===== config.mk =====
export PLATFORM = sky130hd
export DESIGN_NAME = cla_adder_pipe
export DESIGN_NICKNAME = d
export VERILOG_FILES = /design/src/rtl/cla_adder_pipe_pkg.sv /design/src/rtl/cla_adder_pipe_lcu_4.sv /design/src/rtl/cla_adder_pipe.sv
export SDC_FILE = /design/constraint.sdc
export NUM_CORES = 1
export LEC_CHECK = 0
export ABC_AREA = 1
export BUFFER_PORTS_ARGS = -buffer_cell sky130_fd_sc_hd__buf_2
export CAP_MARGIN = 10
export CORE_MARGIN = 4
export CORE_UTILIZATION = 50
export DETAILED_ROUTE_END_ITERATION = 10
export PLACE_DENSITY = 0.82
export SYNTH_ARGS = -nofsm -noshare
export SYNTH_HDL_FRONTEND = slang
export SYNTH_HIERARCHICAL = 1
export SYNTH_SLANG_ARGS = --single-unit

===== constraint.sdc =====
create_clock -name clk -period 2.8 [get_ports clk]
set_input_delay 0.42 -clock clk [delete_from_list [all_inputs] [get_ports clk]]
set_output_delay 0.42 -clock clk [all_outputs]
set_load 0.03 [all_outputs]

===== src/rtl/cla_adder_pipe_pkg.sv =====
// Shared constants and nibble-level CLA helpers for the pipelined add/sub unit.
// NIBBLE and LCU_SPAN match the values the ALU uses.
package cla_adder_pipe_pkg;

    localparam int unsigned NIBBLE     = 4;
    localparam int unsigned LCU_SPAN   = 4;
    localparam int unsigned GROUP_BITS = NIBBLE * LCU_SPAN;

    typedef struct packed {
        logic p;
        logic g;
    } nib_pg_t;

    // Block propagate/generate of one 4-bit cell, independent of its carry-in.
    function automatic nib_pg_t nibble_pg(input logic [NIBBLE-1:0] a,
                                          input logic [NIBBLE-1:0] b);
        logic [NIBBLE-1:0] pp;
        logic [NIBBLE-1:0] gg;
        nib_pg_t           r;
        pp  = a ^ b;
        gg  = a & b;
        r.p = &pp;
        r.g = gg[3] | (pp[3] & gg[2]) | (pp[3] & pp[2] & gg[1])
            | (pp[3] & pp[2] & pp[1] & gg[0]);
        return r;
    endfunction

    // Sum of one 4-bit cell; the only ripple path in the adder lives here.
    function automatic logic [NIBBLE-1:0] nibble_sum(input logic [NIBBLE-1:0] a,
                                                     input logic [NIBBLE-1:0] b,
                                                     input logic              ci);
        logic [NIBBLE-1:0] pp;
        logic [NIBBLE-1:0] gg;
        logic [NIBBLE-1:0] c;
        pp   = a ^ b;
        gg   = a & b;
        c[0] = ci;
        c[1] = gg[0] | (pp[0] & c[0]);
        c[2] = gg[1] | (pp[1] & c[1]);
        c[3] = gg[2] | (pp[2] & c[2]);
        return pp ^ c;
    endfunction

endpackage


===== src/rtl/cla_adder_pipe_lcu_4.sv =====
// Four-way lookahead carry unit, used for both the nibble and the 16-bit group level.
// Produces the internal carries plus block propagate/generate for the next level.
module lcu_4
    import cla_adder_pipe_pkg::*;
(
    input  logic [LCU_SPAN-1:0] p,
    input  logic [LCU_SPAN-1:0] g,
    input  logic                c_in,
    output logic [LCU_SPAN-1:1] c,
    output logic                p_blk,
    output logic                g_blk
);

    assign c[1] = g[0] | (p[0] & c_in);
    assign c[2] = g[1] | (p[1] & g[0]) | (p[1] & p[0] & c_in);
    assign c[3] = g[2] | (p[2] & g[1]) | (p[2] & p[1] & g[0])
                | (p[2] & p[1] & p[0] & c_in);

    assign p_blk = &p;
    assign g_blk = g[3] | (p[3] & g[2]) | (p[3] & p[2] & g[1])
                 | (p[3] & p[2] & p[1] & g[0]);

endmodule


===== src/rtl/cla_adder_pipe.sv =====
// Two-stage pipelined WIDTH-bit add/subtract with two-level carry lookahead and ALU flags.
// Stage 1 registers prepared operands; stage 2 registers sum and flags; valid/ready both sides.
module cla_adder_pipe
    import cla_adder_pipe_pkg::*;
#(
    parameter int unsigned WIDTH = 32
) (
    input  logic             clk,
    input  logic             rst,
    input  logic             in_valid,
    output logic             in_ready,
    input  logic [WIDTH-1:0] in_a,
    input  logic [WIDTH-1:0] in_b,
    input  logic             in_sub,
    input  logic             in_cin,
    input  logic             in_use_cin,
    output logic             out_valid,
    input  logic             out_ready,
    output logic [WIDTH-1:0] out_sum,
    output logic             out_cout,
    output logic             out_ovf,
    output logic             out_zero,
    output logic             out_neg
);

    localparam int unsigned NNIB = WIDTH / NIBBLE;
    localparam int unsigned NGRP = WIDTH / GROUP_BITS;

    logic             s1_valid;
    logic             s2_valid;
    logic [WIDTH-1:0] s1_a;
    logic [WIDTH-1:0] s1_b;
    logic             s1_c0;
    logic             adv2;
    logic             accept;

    assign adv2      = s1_valid & (~s2_valid | out_ready);
    assign in_ready  = ~s1_valid | adv2;
    assign accept    = in_valid & in_ready;
    assign out_valid = s2_valid;

    always_ff @(posedge clk) begin
        if (rst) begin
            s1_valid <= 1'b0;
            s1_a     <= '0;
            s1_b     <= '0;
            s1_c0    <= 1'b0;
        end else if (accept) begin
            s1_valid <= 1'b1;
            s1_a     <= in_a;
            s1_b     <= in_sub ? ~in_b : in_b;
            s1_c0    <= in_sub ^ (in_use_cin & in_cin);
        end else if (adv2) begin
            s1_valid <= 1'b0;
        end
    end

    logic [NNIB-1:0]  nib_p;
    logic [NNIB-1:0]  nib_g;
    logic [NNIB-1:0]  nib_c;
    logic [WIDTH-1:0] sum_w;
    logic [NGRP-1:0]  grp_p;
    logic [NGRP-1:0]  grp_g;
    logic [NGRP-1:0]  grp_cin;

    for (genvar i = 0; i < NNIB; i++) begin : g_nib
        nib_pg_t pg;
        assign pg       = nibble_pg(s1_a[i*NIBBLE +: NIBBLE], s1_b[i*NIBBLE +: NIBBLE]);
        assign nib_p[i] = pg.p;
        assign nib_g[i] = pg.g;
        assign sum_w[i*NIBBLE +: NIBBLE] =
            nibble_sum(s1_a[i*NIBBLE +: NIBBLE], s1_b[i*NIBBLE +: NIBBLE], nib_c[i]);
    end

    for (genvar j = 0; j < NGRP; j++) begin : g_grp
        logic [LCU_SPAN-1:1] c;
        lcu_4 u_lcu_l1 (
            .p    (nib_p[j*LCU_SPAN +: LCU_SPAN]),
            .g    (nib_g[j*LCU_SPAN +: LCU_SPAN]),
            .c_in (grp_cin[j]),
            .c    (c),
            .p_blk(grp_p[j]),
            .g_blk(grp_g[j])
        );
        assign nib_c[j*LCU_SPAN +: LCU_SPAN] = {c, grp_cin[j]};
    end

    logic [LCU_SPAN-1:0] l2_p_in;
    logic [LCU_SPAN-1:0] l2_g_in;
    logic [LCU_SPAN-1:1] l2_c;
    logic                l2_p;
    logic                l2_g;
    logic [LCU_SPAN:0]   l2_all;
    logic                cout_w;
    logic                c_msb_w;

    assign l2_p_in = LCU_SPAN'(grp_p);
    assign l2_g_in = LCU_SPAN'(grp_g);

    lcu_4 u_lcu_l2 (
        .p    (l2_p_in),
        .g    (l2_g_in),
        .c_in (s1_c0),
        .c    (l2_c),
        .p_blk(l2_p),
        .g_blk(l2_g)
    );

    // Unused upper group slots have p=g=0, so every carry above the real MSB
    // group is 0 and OR-ing them yields exactly the carry out of bit WIDTH-1.
    assign l2_all  = {l2_g | (l2_p & s1_c0), l2_c, s1_c0};
    assign grp_cin = l2_all[NGRP-1:0];
    assign cout_w  = |l2_all[LCU_SPAN:NGRP];

    // Carry into the MSB recovered from sum = a ^ b ^ carry_in.
    assign c_msb_w = sum_w[WIDTH-1] ^ s1_a[WIDTH-1] ^ s1_b[WIDTH-1];

    always_ff @(posedge clk) begin
        if (rst) begin
            s2_valid <= 1'b0;
            out_sum  <= '0;
            out_cout <= 1'b0;
            out_ovf  <= 1'b0;
            out_zero <= 1'b0;
            out_neg  <= 1'b0;
        end else if (adv2) begin
            s2_valid <= 1'b1;
            out_sum  <= sum_w;
            out_cout <= cout_w;
            out_ovf  <= cout_w ^ c_msb_w;
            out_zero <= ~|sum_w;
            out_neg  <= sum_w[WIDTH-1];
        end else if (out_ready) begin
            s2_valid <= 1'b0;
        end
    end

endmodule


## After elaboration in Yosys (flattened, before gate mapping)

Index checks and enable logic that the tools add are counted.

| word-level totals | value |
|---|---|
| input port bits | 71 |
| logic and storage cells | 230 |
| output and inout port bits | 38 |
| register bits | 103 |

| operators by class | value |
|---|---|
| bitwise logic cells | 201 |
| mux-type cells | 5 |
| reductions and logical operators | 14 |

Operator list:

| cell | count |
|---|---|
| 1-bit AND | 99 |
| 1-bit OR | 71 |
| 4-bit bitwise XOR | 16 |
| 4-bit AND | 8 |
| 32-bit 2-to-1 mux | 1 |
| 32-bit NOT | 1 |
| 16-bit AND reduction | 2 |
| 4-bit AND reduction | 8 |
| 32-bit OR reduction | 1 |
| 1-bit 2-to-1 mux | 4 |
| 2-bit nonzero test | 2 |
| 1-bit bitwise XOR | 4 |
| 1-bit NOT | 2 |
| 1-bit logical NOT | 1 |

## Depth between registers and ports, before layout

Gate-level depths: netlist (run 1).

| logic depth | value |
|---|---|
| depth in word-level cells | 22 |
| gate-level depth with buffers | 25 |
| mapped depth without buffers | 25 |

## Modules after synthesis

The synthesis (run 1) kept the hierarchy.

By module, submodules not included:

| module | seq. area each (µm²) | instances | area an instance (µm²) | cells each |
|---|---|---|---|---|
| cla_adder_pipe | 2042.0 | 1 | 5292.6 | 646 |
| lcu_4 | 0.0 | 3 | 85.1 | 20 |

## Worst setup path before layout (run 1)

OpenSTA, ideal clock, no wires.

| path | value |
|---|---|
| path type | register -> register |
| start point | register s1_a[3] |
| end point | register out_ovf |
| data required time | 2.687 ns |
| arrival | 2.990 ns |
| buffers on the path | 0 |
| stages on the path, launching flop included | 25 |
| setup slack | -0.303 ns |
| clock period less this slack | 3.103 ns |
| library setup time | 0.113 ns |
| cells stage by stage | dfxtp_1 > ha_1 > a21oi_1 > nand3_1 > nand2_2 > nand2_1 > nand2_1 > nand2_1 > inv_1 > nand2_2 > nand2_1 > nand2_2 > nand2_1 > nand2_1 > inv_1 > fa_1 > inv_1 > fa_1 > fa_1 > xnor2_1 > inv_1 > nand2_1 > nand3_1 > nor2_1 > nor2_1 |

RTL lines:

| element | RTL line | source |
|---|---|---|
| from (decl) | cla_adder_pipe.sv:31 | `logic [WIDTH-1:0] s1_a;` |
| from (signal assigned) | cla_adder_pipe.sv:50 | `s1_a <= in_a;` |
| to (signal assigned) | cla_adder_pipe.sv:130 | `out_ovf <= cout_w ^ c_msb_w;` |
| to (decl) | cla_adder_pipe.sv:21 | `output logic out_ovf,` |

==> results list, run 1 <==
* Total cell area at the placement stage: 0.00674 mm2
- Critical R2R Capture: out_zero
- Tightest Hold Check Type: in2reg
* Total global-route track usage: 22.6%
* Worst endpoint data arrival time: 3.62 ns
- Across the routed clock network, the largest skew measured is 0.0127 ns.
- The final critical path takes up 118% of the cycle.
* Initial standard-cell utilization of the core: 51.2%
- Iteration-0 DRC Markers: 306
- H-tree lvl count: 3
- Once routing completed, OpenROAD measured the worst setup slack at -0.511 ns.
- The flow ran to the end, but the final reports show violations.
* Filler instances: 859
- The count of nets left with antenna violations once routing finished came out at 0.
* Number of port buffers: 108
* Clock transition at the registers of the reported paths: 0.10 ns
- Synthesis produced 706 cells.
- Fraction of power consumed by sequential logic: 43.9%
* Violations in the final reports: setup timing
- The worst hold path passes through 2 cells.
* Endpoint with the worst hold slack: out_zero
* Power Dens Cells: 518 mW/mm2
- Reg-to-reg startpoint: s1_b[3]
* Post-route DRC: 0
* Area of the die: 0.0128 mm2
* Cell accounting for the most synthesized area: sky130_fd_sc_hd__dfxtp_1
* Post-placement worst setup slack: -0.411 ns
- Final Core Density: 67.0%
- The final layout contains routed wiring with a total length of 14,600 um.
- Synthesized area per cell: 7.86 um2
* Internal cell power: 0.00257 W
- Critical path peak fanout: 5
* Reported leakage power: 3.41 nW
- Dividing the detail-routed via count by the number of cells gives 5.12.
- Part of the Yosys area used for sequential elements: 36.8%
- Post-route cell area: 0.00727 mm2
- Data required, critical path: 3.10 ns
* Net Sw Power: 0.00119 W
- For the worst flop-to-flop path, the logic depth is 23.
- Clock Path Buffers: 2
- Summed over its instances, the top area cell type makes up 36.8% of the synthesized netlist area.
* Kind of start point of the critical path: flip-flop
- Accumulated negative setup slack: -2.15 ns
* Total clock sinks: 102
- Ys flop type: sky130_fd_sc_hd__dfxtp_1
- Leading post-synthesis cells by cell area: sky130_fd_sc_hd__dfxtp_1 (37%), sky130_fd_sc_hd__fa_1 (8.7%), sky130_fd_sc_hd__o21ai_0 (8.5%)
- Cells with a size suffix above 1 make up 34.5% of the layout.
* Routed via count: 5,184
* Weighted congestion reported at the end of routability-driven placement: 0.841
- In the final design database the tool counted 996 nets.
- Switching share of total power: 31.7%
- Final critical delay including setup and external delays: 3.31 ns
- Core area: 0.0108 mm2
- Across the VDD grid, the largest voltage drop is 242 uV.
- Per report_power, the clock group accounts for 27.3% of the total.
* Routed wire per std cell: 14.4 um
- DIE WIDTH: 113 um
- Worst hold slack across all endpoints: 0.284 ns
- Wire length of the first global-routing pass: 23,800 um
* Yosys cell types: 28
- Flops & latches, synth: 102
* Setup repair after global routing missed its margin: yes
- Compared with the post-synthesis result, the final layout area differs by 31.0%.
* Placement Rows: 38
- EDFF count, synth: 0
- Number of buffers created by CTS: 9
* Top achievable clock speed: 302 MHz
- Max-slew headroom at the worst pin: 55.9%
* Class of the most critical setup path: reg2reg
* Async S/R FF share, synth: 0%
- Most repeated cell in the gate-level netlist after synthesis: sky130_fd_sc_hd__nor2_1
- The worst setup path is captured at a flip-flop.
* Diode insertion count for antenna repair: 0
* Final setup violation count: 11
* Netlist area before placement: 0.00555 mm2
- For flop-to-flop paths, the worst setup slack is -0.51 ns.
- Vias in the first global route: 5,268
- TritonCTS built the clock tree.
- Root buffer selected by CTS: sky130_fd_sc_hd__clkbuf_8
- Sorting the synthesized cells by how often they occur yields sky130_fd_sc_hd__nor2_1 (117), sky130_fd_sc_hd__dfxtp_1 (102), sky130_fd_sc_hd__o21ai_0 (94).
- The number of max-slew violations in the final report was 0.
- Vertical die dimension: 113 um
* Least-Margin Pin Slew: 0.661 ns
* YS warnings: 6
- Final hold violation count: 0
- Entering global routing, the biggest net connects 55 pins.
- Summed over all layers, the global routing overflow is 0.
- Combinational share of power: 28.8%
* Count of pins on the block boundary: 109
- Clock latency on the worst-skew pair, taken at its later pin, is 0.37 ns.
* Post-DP HPWL: 10,400 um
- In this run the most critical hold path is launched from rst.
- The pre-antenna-repair detailed-routing pass consisted of 5 iterations.
- The number of antenna violations at the first check in global routing came to 0.
- The tool flagged a number of max-cap violations equal to 0.
[logic make-up (layout without fill, tap and decap cells)]
family          Yosys count  count (layout)  share of synthesized area [%]
simple gates            243             243                           18.1
compound gates          170             170                           15.5
flops                   102             102                           36.8
buf+inv                  99             259                           8.10
fa+ha+maj                56              56                           15.9
xor+xnor                 35              35                           5.53
other cells               1               8                         0.0676
[final cells by class]
type / count / area (um2) / area share [%]
multi-input cells: 512 / 3430 / 47.2
inverters: 64 / 240 / 3.31
clock buffers: 12 / 145 / 2.00
well taps: 140 / 175 / 2.41
flip-flops and latches: 102 / 2070 / 28.5
clock inverters: 3 / 68.8 / 0.947
repair buffers: 180 / 1130 / 15.6
[per-layer routing]
metal / part of all wire (%) / vias to the layer above / track usage [%]
li1: - / 2608 / -
met1: 43 / 2393 / 28.7
met2: 48 / 152 / 39.5
met3: 6.3 / 31 / 3.26
met4: 2.1 / 0 / 7.13
met5: 0 / - / 0
[stage by stage]
stage / std cells / power [W]
floorplan: 713 / 0.00229
global placement: 982 / 0.00263
detailed placement: 982 / 0.00266
CTS: 1007 / 0.00371
global route: 1013 / 0.00396
finish: 1013 / 0.00376
[timing repair]
action / 4_1_cts / 5_1_grt
setup buffers: 10 / 6
pin swaps: 25 / 8
endpoints found under the setup margin: 11 / 16
resized for setup: 34 / 35
hold buffers: 0 / 0
[power groups by stage]
| stage | clock network (W) | registers [W] | logic, W |
|---|---|---|---|
| after global routing | 0.00110 | 0.00167 | 0.00119 |
| after detailed placement | 0 | 0.00168 | 0.000975 |
| after CTS | 0.00103 | 0.00165 | 0.00103 |
| final | 0.00103 | 0.00165 | 0.00108 |
| after global placement | 0 | 0.00168 | 0.000953 |
| after floorplan | 0 | 0.00176 | 0.000532 |
[cell usage in the layout (no fill, tap or decap), types with 5 or more instances in the layout]
| cell type | count |
|---|---|
| sky130_fd_sc_hd__nand2_2 | 19 |
| sky130_fd_sc_hd__clkbuf_8 | 10 |
| sky130_fd_sc_hd__a21oi_1 | 58 |
| sky130_fd_sc_hd__ha_4 | 13 |
| sky130_fd_sc_hd__o21ai_1 | 5 |
| sky130_fd_sc_hd__conb_1 | 8 |
| sky130_fd_sc_hd__fa_2 | 15 |
| sky130_fd_sc_hd__nand4_1 | 9 |
| sky130_fd_sc_hd__a21oi_2 | 9 |
| sky130_fd_sc_hd__inv_2 | 13 |
| sky130_fd_sc_hd__nand3_1 | 20 |
| sky130_fd_sc_hd__dfxtp_1 | 80 |
| sky130_fd_sc_hd__dfxtp_2 | 21 |
| sky130_fd_sc_hd__xnor2_1 | 26 |
| sky130_fd_sc_hd__buf_2 | 108 |
| sky130_fd_sc_hd__nand2_1 | 69 |
| sky130_fd_sc_hd__inv_1 | 51 |
| sky130_fd_sc_hd__buf_4 | 65 |
| sky130_fd_sc_hd__nor2_1 | 111 |
| sky130_fd_sc_hd__nor2_4 | 5 |
| sky130_fd_sc_hd__o21ai_0 | 92 |
| sky130_fd_sc_hd__nand3_2 | 5 |
| sky130_fd_sc_hd__ha_1 | 19 |
| sky130_fd_sc_hd__xor2_1 | 8 |
| sky130_fd_sc_hd__fa_1 | 9 |
[registers in the layout, summed over array words and instances, names as in the netlist]
register and cells:
out_cout 1, out_sum 31, s1_valid 1, out_valid 1
s1_c0 1, out_ovf 1, s1_a 32, out_zero 1
s1_b 32, out_neg 1
[worst max-delay path by stage]
stage	start	endpoint	slack (ns)	cells past startpoint
5_1_grt	s1_b[3]	out_zero	-0.68	23
3_3_place_gp	s1_a[11]	out_ovf	-0.34	23
2_1_floorplan	s1_a[7]	out_zero	-0.17	25
4_1_cts	s1_b[3]	out_zero	-0.44	25
3_5_place_dp	s1_a[7]	out_ovf	-0.41	24
6_report	s1_b[3]	out_zero	-0.51	23
[worst max-delay path, cell delays in order (launching register included)]
cell and delay (ns):
sky130_fd_sc_hd__dfxtp_2 0.35, sky130_fd_sc_hd__ha_4 0.30, sky130_fd_sc_hd__nand2_2 0.07, sky130_fd_sc_hd__nor2_4 0.16
sky130_fd_sc_hd__nand2_2 0.09, sky130_fd_sc_hd__nor2_4 0.12, sky130_fd_sc_hd__nand2_1 0.09, sky130_fd_sc_hd__nand2_4 0.10
sky130_fd_sc_hd__nand2_2 0.05, sky130_fd_sc_hd__nand2_2 0.07, sky130_fd_sc_hd__nand2_1 0.05, sky130_fd_sc_hd__nand2_1 0.06
sky130_fd_sc_hd__inv_2 0.04, sky130_fd_sc_hd__fa_2 0.35, sky130_fd_sc_hd__inv_2 0.06, sky130_fd_sc_hd__fa_2 0.19
sky130_fd_sc_hd__fa_2 0.45, sky130_fd_sc_hd__nor2_1 0.10, sky130_fd_sc_hd__nand2_1 0.06, sky130_fd_sc_hd__nor2_1 0.14
sky130_fd_sc_hd__nand2_1 0.07, sky130_fd_sc_hd__nor2_1 0.10, sky130_fd_sc_hd__nand2_1 0.08, sky130_fd_sc_hd__a21oi_2 0.10
Note: power is estimated with default switching activity, not from simulation.
==> run 2, diff against run 1 <==
PLACE_DENSITY = 0.79   (was 0.82)
clock period = 3.6 ns   (was 2.8 ns; I/O delays follow)
==> run 2 against run 1 <==
Net effect:
- the run now ends clean
- setup slack improved by 0.73 ns
- non-clock buffer count decreased by 65
- sequential cell count unchanged
- clock skew about the same
- via count decreased by 7.2%
- clock power decreased by 24%
- fmax decreased by 2.1%
- utilization decreased by 6.7 points
- final cell count decreased by 6.3%
- die area unchanged
==> results list, run 2 (synthesis gave the netlist of run 1 again) <==
* Overflow left after global routing: 0
- Summed over all failing endpoints, the final setup total negative slack is 0 ns.
- The floorplan step set the die width to 113 um.
* Final count of pins violating max slew: 0
* Post-route cell area: 0.00655 mm2
- Timing analysis after detailed placement gives a worst setup slack of 0.139 ns.
- Total cell area at the placement stage: 0.00613 mm2
- Weighted congestion reported at the end of routability-driven placement: 0.871
- Clk Latency, worst-skew pair: 0.37 ns
- After detailed routing, the average wire length per cell comes to 13.8 um.
- Data on the critical path is required at its endpoint by 3.90 ns.
* Highest-delay cell along the critical path: sky130_fd_sc_hd__fa_1
* Maximum number of pins on one net before global-route repair: 58
* Routed via count: 4,811
- For this design the ratio of total power to cell area is 419 mW/mm2.
* Max-slew headroom at the worst pin: 33.2%
- Post-DP HPWL: 9620 um
* Clock Path Buffers: 2
- Registers with the most flip-flops: s1_a: 32 flops, s1_b: 32 flops, out_sum: 31 flops
- Routed Wire Length: 13,100 um
- Number of max-cap violations: 0
- The post-route netlist has 22.2% of its cells at a drive strength greater than 1.
- Post-route DRC: 0
- STA classifies the critical path startpoint as a flip-flop.
* DRT antenna net count: 0
- Once the floorplan was initialized, standard cells occupied 51.2% of the core.
- At the pin with the least slew margin, the transition time is 1.00 ns.
- Outcome: finished, final reports clean
- Vias in the first global route: 4,564
- Top achievable clock speed: 296 MHz
* Wire length of the first global-routing pass: 21,300 um
* TritonCTS clock tree: yes
- In the post-route analysis, the smallest setup slack over all paths is 0.217 ns.
- Critical path peak fanout: 4
- Summed over all cells, the static leakage comes to 3.07 nW.
- Worst endpoint data arrival time: 3.68 ns
* Area of the die: 0.0128 mm2
- Clock transition at the registers of the reported paths: 0.09 ns
- Measured along the y axis, the die boundary spans 113 um.
- Tightest Hold Check Type: in2reg
- Buffers inserted to repair hold after CTS numbered 0.
* Root buffer selected by CTS: sky130_fd_sc_hd__clkbuf_8
- Area Growth Syn to Fin: 18.0%
* Count of pins on the block boundary: 109
- The number of antenna diodes in the final layout is 0.
- Total clock sinks: 102
- Hold timing on the final database bottoms out at a slack of 0.410 ns.
- Dividing the final minimum period by the clock period gives 94.0%.
- Most frequent cells in the layout: sky130_fd_sc_hd__nor2_1 (112), sky130_fd_sc_hd__buf_2 (108), sky130_fd_sc_hd__o21ai_0 (94)
- After the last flow step, the layout net total stands at 931.
- The worst-case IR drop observed on VDD is 232 uV.
- Class of the most critical setup path: reg2reg
- Leading cell type in the layout, fill and taps excluded: sky130_fd_sc_hd__nor2_1
- The number of antenna violations at the first check in global routing is 0.
- STA classifies the critical path endpoint as a flip-flop.
- In this design, the stage delay of the slowest critical-path cell is 0.47 ns.
* Average vias per placed instance: 5.07
- After the first detailed-routing iteration, the DRC count stood at 306.
- Post-Route Skew: 0.0126 ns
- In this run the core area contains 38 standard-cell rows.
- Final hold violation count: 0
- Final critical delay including setup and external delays: 3.38 ns
- Critical Path, Cell by Cell: ha_1, nand2_1, nor2_2, buf_4, a21oi_1, nand2_1, inv_1, nand2_2, nand2_1, nand2_2, nand2_1, nand2_1, inv_1, fa_1, inv_2, fa_2, fa_1, xnor2_2, nand3_1, nor2_1, nand2_1, a21oi_2
* Final setup violation count: 0
* Number of port buffers: 108
* Core area: 0.0108 mm2
* Number of buffers created by CTS: 9
* H-tree lvl count: 3
* Most frequent CP cell: sky130_fd_sc_hd__nand2_1
- The pre-antenna-repair detailed-routing pass consisted of 5 iterations.
- In the global route stage, overall resource usage came out at 20.3%.
run 2: routing by layer:
layer / routed length, um / global-route usage [%] / vias up / part of all wire (%)
met2: 6300 / 33.5 / 114 / 48
met4: 177 / 4.57 / 0 / 1.3
met5: 0 / 0 / - / 0
met1: 5920 / 27.5 / 2209 / 45
li1: - / - / 2475 / -
met3: 740 / 4.22 / 13 / 5.6
run 2: critical path: cells and delay by family, from the launching register on:
family / cells / cell delay, ns
adders and majority gates: 4 / 1.33
and+or+nand+nor: 11 / 0.85
DFF: 1 / 0.35
buffers and inverters: 4 / 0.29
AOI/OAI and AO/OA: 2 / 0.24
xor gates and xnor gates: 1 / 0.24
run 2: final timing paths:
| path | to | slack [ns] | from | cells after the start |
|---|---|---|---|---|
| worst max-delay path | out_zero | 0.22 | s1_a[13] | 22 |
| worst min-delay path | out_zero | 0.41 | rst | 2 |
| worst max register to register | out_zero | 0.22 | s1_a[13] | 22 |
| worst min register to register | out_sum[26] | 0.48 | out_sum[26] | 2 |
run 2: power by group:
part	internal (W)	total [W]	leakage [nW]	switching [W]
combinational	0.000260	0.000669	2.11	0.000409
clock	0.000391	0.000778	0.106	0.000387
sequential	0.00122	0.00129	0.850	0.0000740
total	0.00187	0.00274	3.07	0.000870
run 2: timing repair:
item                                    4_1_cts  5_1_grt
endpoints found under the setup margin        0        2
buffers inserted                              0        4
gates resized for setup                       0       43
run 2: area by class of cell:
type / instances / area, um2
sequential: 102 / 2060
tap: 140 / 175
inverter: 64 / 240
multi-input combinational: 512 / 3230
timing repair buffer: 115 / 618
clock inverter: 6 / 86.3
fill: 976 / 4300
clock buffer: 10 / 128
run 2: stage by stage:
step                      power, W  instances  utilization, %
final                      0.00274        949            60.4
after global routing       0.00290        949            60.4
after CTS                  0.00272        945            58.5
after detailed placement   0.00195        929            56.5
after global placement     0.00193        929            56.5
after floorplan            0.00175        713               -
